### config.mk
export PLATFORM = sky130hd
export DESIGN_NAME = alu_issue_queue
export DESIGN_NICKNAME = d
export VERILOG_FILES = /design/src/rtl/alu_issue_queue.sv
export SDC_FILE = /design/constraint.sdc
export NUM_CORES = 1
export LEC_CHECK = 0
export ABC_AREA = 1
export CAP_MARGIN = 40
export CORE_UTILIZATION = 35
export DETAILED_ROUTE_END_ITERATION = 8
export DONT_BUFFER_PORTS = 1
export GPL_TIMING_DRIVEN = 1
export REMOVE_ABC_BUFFERS = 1
export SLEW_MARGIN = 20
export SYNTH_ARGS = -nofsm -noshare
export SYNTH_HDL_FRONTEND = slang
export SYNTH_SLANG_ARGS = --single-unit
### constraint.sdc
create_clock -name clk -period 3.3 [get_ports clk]
set_clock_uncertainty 0.2 [all_clocks]
set_input_delay 0.825 -clock clk [delete_from_list [all_inputs] [get_ports clk]]
set_output_delay 0.825 -clock clk [all_outputs]
set_load 0.03 [all_outputs]
### src/rtl/alu_issue_queue.sv
// Request FIFO and issue sequencer for the alu block. Operations are spaced by command latency.
// Define ALU_ISSUE_SPLIT_EN to enable the two-cycle split-operand path (INP_VALID 01 then 10).
module alu_issue_queue #(
  parameter int WIDTH   = 8,
  parameter int DEPTH   = 4,
  parameter int GAP_STD = 1,
  parameter int GAP_MUL = 2
) (
  input  logic             clk,
  input  logic             rst_n,
  input  logic             req_valid,
  output logic             req_ready,
  input  logic             req_mode,
  input  logic [3:0]       req_cmd,
  input  logic [WIDTH-1:0] req_opa,
  input  logic [WIDTH-1:0] req_opb,
  input  logic             req_cin,
  input  logic             req_split,
  input  logic             hold,
  output logic [1:0]       inp_valid,
  output logic             mode,
  output logic [3:0]       cmd,
  output logic [WIDTH-1:0] opa,
  output logic [WIDTH-1:0] opb,
  output logic             cin,
  output logic             ce,
  output logic [15:0]      issue_cnt
);
  localparam int AW   = $clog2(DEPTH);
  localparam int GMAX = (GAP_MUL > GAP_STD) ? GAP_MUL : GAP_STD;
  localparam int GW   = $clog2(GMAX + 1);
  localparam logic [AW:0] FULL_CNT = (AW+1)'(DEPTH);

  typedef struct packed {
    logic             mode;
    logic [3:0]       cmd;
    logic [WIDTH-1:0] opa;
    logic [WIDTH-1:0] opb;
    logic             cin;
`ifdef ALU_ISSUE_SPLIT_EN
    logic             split;
`endif
  } entry_t;

  typedef enum logic [2:0] {
    S_IDLE,
    S_ISSUE_AB,
`ifdef ALU_ISSUE_SPLIT_EN
    S_ISSUE_A,
    S_ISSUE_B,
`endif
    S_GAP
  } state_t;

  entry_t          mem [DEPTH];
  entry_t          wr_entry, head, cur;
  logic [AW-1:0]   wr_ptr, rd_ptr;
  logic [AW:0]     count;
  logic            run, push, pop, cur_mul;
  logic [GW-1:0]   gap_left, gap_init;
  state_t          state, issue_next;

  // run holds req_ready low until the first edge after reset release.
  assign req_ready = run && (count != FULL_CNT);
  assign push      = req_valid && req_ready;
  assign head      = mem[rd_ptr];
  assign pop       = !hold && (count != '0) &&
                     ((state == S_IDLE) || ((state == S_GAP) && (gap_left == '0)));
  assign cur_mul   = cur.mode && ((cur.cmd == 4'd9) || (cur.cmd == 4'd10));
  assign gap_init  = cur_mul ? GW'(GAP_MUL - 1) : GW'(GAP_STD - 1);

`ifdef ALU_ISSUE_SPLIT_EN
  assign issue_next = head.split ? S_ISSUE_A : S_ISSUE_AB;
`else
  assign issue_next = S_ISSUE_AB;
  logic unused_split;
  assign unused_split = req_split;
`endif

  always_comb begin
    // NOTE: default every always_comb output first so no path can infer a latch.
    wr_entry      = '0;
    wr_entry.mode = req_mode;
    wr_entry.cmd  = req_cmd;
    wr_entry.opa  = req_opa;
    wr_entry.opb  = req_opb;
    wr_entry.cin  = req_cin;
`ifdef ALU_ISSUE_SPLIT_EN
    wr_entry.split = req_split;
`endif
  end

  // NOTE: the storage array is not reset; pointers and count alone define which entries are live.
  always_ff @(posedge clk) begin
    if (push) mem[wr_ptr] <= wr_entry;
  end

  always_ff @(posedge clk or negedge rst_n) begin
    if (!rst_n) begin
      wr_ptr <= '0;
      rd_ptr <= '0;
      count  <= '0;
      run    <= 1'b0;
    end else begin
      // NOTE: non-blocking assignments so every register samples pre-edge values.
      run <= 1'b1;
      if (push) wr_ptr <= wr_ptr + AW'(1);
      if (pop)  rd_ptr <= rd_ptr + AW'(1);
      count <= count + (AW+1)'(push) - (AW+1)'(pop);
    end
  end

  // Outputs are loaded on the edge that leaves each issue state, so the ALU sees them one cycle later.
  always_ff @(posedge clk or negedge rst_n) begin
    if (!rst_n) begin
      state     <= S_IDLE;
      cur       <= '0;
      gap_left  <= '0;
      inp_valid <= 2'b00;
      mode      <= 1'b0;
      cmd       <= '0;
      opa       <= '0;
      opb       <= '0;
      cin       <= 1'b0;
      ce        <= 1'b0;
      issue_cnt <= '0;
    end else begin
      ce <= !hold;
      if (!hold) begin
        case (state)
          S_IDLE: begin
            inp_valid <= 2'b00;
            if (pop) begin
              cur   <= head;
              state <= issue_next;
            end
          end
          S_ISSUE_AB: begin
            inp_valid <= 2'b11;
            mode      <= cur.mode;
            cmd       <= cur.cmd;
            opa       <= cur.opa;
            opb       <= cur.opb;
            cin       <= cur.cin;
            gap_left  <= gap_init;
            issue_cnt <= issue_cnt + 16'd1;
            state     <= S_GAP;
          end
`ifdef ALU_ISSUE_SPLIT_EN
          S_ISSUE_A: begin
            inp_valid <= 2'b01;
            mode      <= cur.mode;
            cmd       <= cur.cmd;
            opa       <= cur.opa;
            opb       <= '0;
            cin       <= cur.cin;
            state     <= S_ISSUE_B;
          end
          S_ISSUE_B: begin
            inp_valid <= 2'b10;
            opb       <= cur.opb;
            gap_left  <= gap_init;
            issue_cnt <= issue_cnt + 16'd1;
            state     <= S_GAP;
          end
`endif
          S_GAP: begin
            inp_valid <= 2'b00;
            if (gap_left != '0) begin
              gap_left <= gap_left - GW'(1);
            end else if (pop) begin
              cur   <= head;
              state <= issue_next;
            end else begin
              state <= S_IDLE;
            end
          end
          default: state <= S_IDLE;
        endcase
      end
    end
  end
endmodule

## After elaboration in Yosys (flattened, before gate mapping)

Memories as Yosys holds them, arrays and structs flattened.
Index checks and enable logic that the tools add are counted.
Widths: inputs -> output; s select.

| storage, ports and cells | value |
|---|---|
| register bits | 76 |
| bits in read-only memories | 0 |
| RAM bits | 88 |
| logic and storage cells | 70 |
| output and inout port bits | 42 |
| memories kept | 1 |
| latch bits | 0 |

Memory list:

| memory | words | bits a word | read ports | clocked after memory_dff | wr ports | RTL line | source |
|---|---|---|---|---|---|---|---|
| mem | 4 | 22 | 1 | 0 | 1 | 55 | `entry_t mem [DEPTH];` |

| operators by class | value |
|---|---|
| multipliers | 0 |
| add/subtract/negate cells | 6 |
| order comparisons | 0 |
| mux-type cells | 13 |
| bitwise logic cells | 1 |
| reductions and logical operators | 22 |
| shift operators | 0 |
| div/mod/pow operators | 0 |
| equal/unequal tests | 8 |

Operator list:

| kind | number |
|---|---|
| $mux 22 | 2 |
| $pmux 22 s2 | 1 |
| $add 16x1->16 const B | 1 |
| $pmux 3 s3 | 1 |
| $reduce_and 3->1 | 3 |
| $eq 4x4->1 const B | 2 |
| $pmux 2 s2 | 2 |
| $reduce_bool 2->1 | 4 |
| $logic_and 1x1->1 | 6 |
| $mux 3 | 2 |
| $add 2x1->2 const B | 2 |
| $mux 1 | 4 |
| $ne 2x2->1 const B | 2 |
| $reduce_and 2->1 | 2 |
| $add 3x1->3 | 1 |
| $eq 3x1->1 const B | 1 |
| $eq 3x2->1 const B | 1 |
| $logic_not 3->1 | 1 |
| $ne 3x3->1 const B | 1 |
| $reduce_bool 3->1 | 1 |
| $sub 3x1->3 | 1 |
| $logic_not 2->1 | 1 |
| $logic_or 1x1->1 | 2 |
| $mux 2 | 1 |
| other kinds (5) | 5 |

## Logic depth before layout (Yosys ltp)

| depth | value |
|---|---|
| depth in word-level cells | 7 |
| gate-level depth with buffers | 13 |
| gate-level depth less buffers | 12 |

## Least setup slack after synthesis

OpenSTA, ideal clock, no wires.

| path | value |
|---|---|
| path kind | reg2reg |
| from | reg count[1] |
| to | mem mem[0][0] (netlist name), enable pin |
| data required time | 2.699 ns |
| buffers on the path | 0 |
| path slack | 0.231 ns |
| data arrival time | 2.468 ns |
| cell stages (with the launch flop) | 5 |
| cells stage by stage | dfrtp_1 > nor2_1 > a21boi_0 > nand2_2 > nor2_1 |

| between the ends | value |
|---|---|
| longest elaborated chain between the ends | 5 |

RTL lines:

| item | RTL line | source |
|---|---|---|
| start, declared | 58 | `logic [AW:0] count;` |
| start signal, assigned | 109 | `count <= count + (AW+1)'(push) - (AW+1)'(pop);` |
| $ne 3x3->1 | 64 | `assign req_ready = run && (count != FULL_CNT);` |
| $logic_and 1x1->1 | 64 |  |
| net req_ready | 12 | `output logic req_ready,` |
| $logic_and 1x1->1 | 65 | `assign push = req_valid && req_ready;` |
| $mux 1 | 95 | `if (push) mem[wr_ptr] <= wr_entry;` |
| $mux 1 (not written as such) | 95 |  |
| end, declared | 55 |  |

The timed path passes the listed nets, and every way through them passes these cells.

## Worst setup path after layout

| path | value |
|---|---|
| from | reg count[1] |
| to | reg count[2] |

| between the ends | value |
|---|---|
| longest elaborated chain between the ends | 5 |
| elaborated cells between the ends (all ways) | 8 |
| those cells by class | add/sub (2); eq/ne (1); reduce/logical (5) |

RTL lines:

| item | RTL line |
|---|---|
| $ne 3x3->1 | 64 |
| $logic_and 1x1->1 | 64 |
| $logic_and 1x1->1 | 65 |
| $add 3x1->3 | 109 |
| $sub 3x1->3 * | 109 |

Mark *: on every way between the ends. The rest lies on a longest branch, timed or not.
A chain may end at the register's enable or synchronous reset.

==> out/metrics.yaml <==
status:
  status: "finished, violations left"
  violations: "design-rule violations"
grt:
  grt_pass1_vias: 3988
  grt_max_degree: 75
  grt_overflow_total: 0
  grt_usage: 0.140
  grt_pass1_wl_mm: 20.6
  antenna_found_initial: 0
power_and_ir_drop:
  clockPowerShare: 0.273
  leakage_nw: 2.91
  sw_frac_of_total: 0.373
  seq_power_share: 0.480
  vdd_drop_max_v: 0.000462
  p_int_w: 0.00417
  power_switching_w: 0.00248
  p_comb_frac: 0.247
  power_density_mw_per_mm2: 902
final_layout:
  syn2layout_area_growth_pct: 12.0
  fillers: 1697
  multiInputGateArea_mm2: 0.00175
  register_area_mm2: 0.00449
  final_cell_mix: "88 x o21ai_0, 88 x edfxtp_1, 83 x nor2_1"
  drive_above_1_share: 0.125
  antenna_cells: 0
  nNetsFinal: 614
  fin_area_mm2: 0.00736
timing:
  max_freq_mhz: 391
  whs_ps: 82.5
  slew_headroom: 0.509
  rsz0062_at_grt: "false"
  period_minus_slack_ps: 2560
  finalHoldViolCount: 0
  setup_ws_ps: 740
  finalSetupViolations: 0
  slew_violations: 0
  post-route-period-util: 0.776
  fin_setup_tns_ps: 0
  worst_slew_pin_slew_ps: 735
cts:
  cts.sinks: 162
  clk_pin_slew_ps: 60
  numCtsBuffers: 17
  clk_latency_ps: 420
  max-clock-path-buffers: 2
  ctsHtreeMaxLevel: 4
  cts_tree: "done"
  cts-root-buf: "clkbuf_16"
critical_path:
  crit_arrival_ps: 2700
  crit_type: "reg2reg"
  end_kind: "register"
  required_ps: 3440
  crit_path_start_kind: "register"
  worstPathMaxFanout: 8
run:
  drv_cap: 0
yosys:
  synth_seq_cells: 162
  synth_top_area_cell: "edfxtp_1"
  syn_inst: 572
  synth_cell_type_count: 33
  syn_avg_cell_area_um2: 11.5
  synth_enable_flop_cells: 88
  async_reset_ff_frac: 0.457
  synth_flop_cell: "edfxtp_1"
  yosysTopAreaCellShare: 0.402
  synth.area.top_cells: "edfxtp_1 40%, dfrtp_1 28%, o21ai_0 6.7%"
  synth_seq_area_share: 0.684
  yosys_warnings: 0
  synth_area_mm2: 0.00657
floorplan:
  initial_utilization: 0.361
  dieHeight_um: 139
  ios: 69
  num_rows: 49
  dieArea_mm2: 0.0193
  core_mm2: 0.0182
  dieWidth_um: 139
detailed_routing:
  via_per_inst: 4.76
  drt-total-wl_mm: 12.6
  drc: 3
  dr.pass1.iters: 7
  num_vias: 3901
  first_iter_violations: 229
  wl_per_cell_um: 15.3
  detail-route-antenna-nets: 0
hold_path:
  min_path_type: "in2async"
placed_design:
  place_area_mm2: 0.00679
  dp_hpwl_mm: 7.69
  port_buffers: 0
  gp_congestion: 0.765
  place_ws_ps: 706
power by group through the flow:
stage,Clock [W],Combinational (W),Sequential (W)
CTS,0.00187,0.00168,0.00320
floorplan,0,0.00115,0.00322
global route,0.00194,0.00191,0.00325
finish,0.00181,0.00164,0.00319
global placement,0,0.00158,0.00322
detailed placement,0,0.00165,0.00324
logic make-up after synthesis:
logic type / Yosys count / synth area share
buffers and inverters: 72 / 0.0514
DFF: 162 / 0.684
xor gates and xnor gates: 15 / 0.0200
other: 1 / 0.000571
AOI/OAI and AO/OA: 119 / 0.101
and+or+nand+nor: 194 / 0.125
adders and majority gates: 9 / 0.0183
repair_timing:
action,in CTS,in global routing
resized for setup,0,0
buffers inserted,0,0
hold buffers,1,0
endpoints found under the hold margin,74,0
critical path, cell delays in order, from the launching register on:
cell and delay [ps]:
dfrtp_1 390, nor2_1 60, a21boi_0 260, nand2_2 240
ha_1 340, inv_1 40, ha_1 180, fa_1 390
xnor2_1 200, xor2_1 170
path summary, 6_finish.rpt:
| kind | start | end | slack [ps] | cells past startpoint |
|---|---|---|---|---|
| worst max-delay path | count[1]$_DFF_PN0_ | count[2]$_DFF_PN0_ | 740 | 9 |
| worst min-delay path | rst_n | opa[4]$_DFFE_PN0P_ | 80 | 1 |
| worst max register to register | count[1]$_DFF_PN0_ | count[2]$_DFF_PN0_ | 740 | 9 |
| worst min register to register | count[2]$_DFF_PN0_ | count[2]$_DFF_PN0_ | 300 | 1 |
| max in group asynchronous | rst_n | issue_cnt[12]$_DFFE_PN0P_ | 2480 | 1 |
| min in group clk | req_cmd[2] | mem[0][19]$_DFFE_PP_ | 290 | 0 |
sequential cells by signal, summed over array words and instances, names as in the netlist:
name and count:
cur 22, gap_left 2, count 3, inp_valid 1, ce 1, rd_ptr 2
wr_ptr 2, cin 1, mem 88, opb 8, run 1, issue_cnt 16
opa 8, state 2, cmd 4, mode 1
metrics by stage:
step,utilization,instances,power [W]
6_report,0.404,820,0.00664
5_1_grt,0.404,820,0.00710
4_1_cts,0.404,820,0.00675
3_5_place_dp,0.373,787,0.00489
3_3_place_gp,0.373,787,0.00480
2_1_floorplan,-,548,0.00437
per-layer routing:
metal,GRT usage,vias to the layer above,part of all wire
met5,0,-,0
met3,0.0528,10,0.059
li1,-,1921,-
met2,0.236,85,0.50
met4,0.0480,0,0.0097
met1,0.165,1885,0.43
cells in the mapped netlist (all sizes together) (2+ instances only):
| cell type | instances |
|---|---|
| buf | 18 |
| clkbuf | 6 |
| dfrtp | 74 |
| edfxtp | 88 |
| ha | 8 |
| inv | 48 |
| nand2 | 81 |
| nand3 | 14 |
| nand3b | 2 |
| nand4 | 3 |
| nor2 | 90 |
| nor3 | 4 |
| o21ai | 116 |
| xnor2 | 9 |
| xor2 | 6 |
area by class of cell:
class	count	area share
clock buffer	20	0.0607
clock inverter	12	0.0128
inverter	48	0.0252
multi-input combinational	338	0.238
sequential	162	0.611
tap	229	0.0389
timing repair buffer	11	0.0139
(Power assumes the default switching activity.)
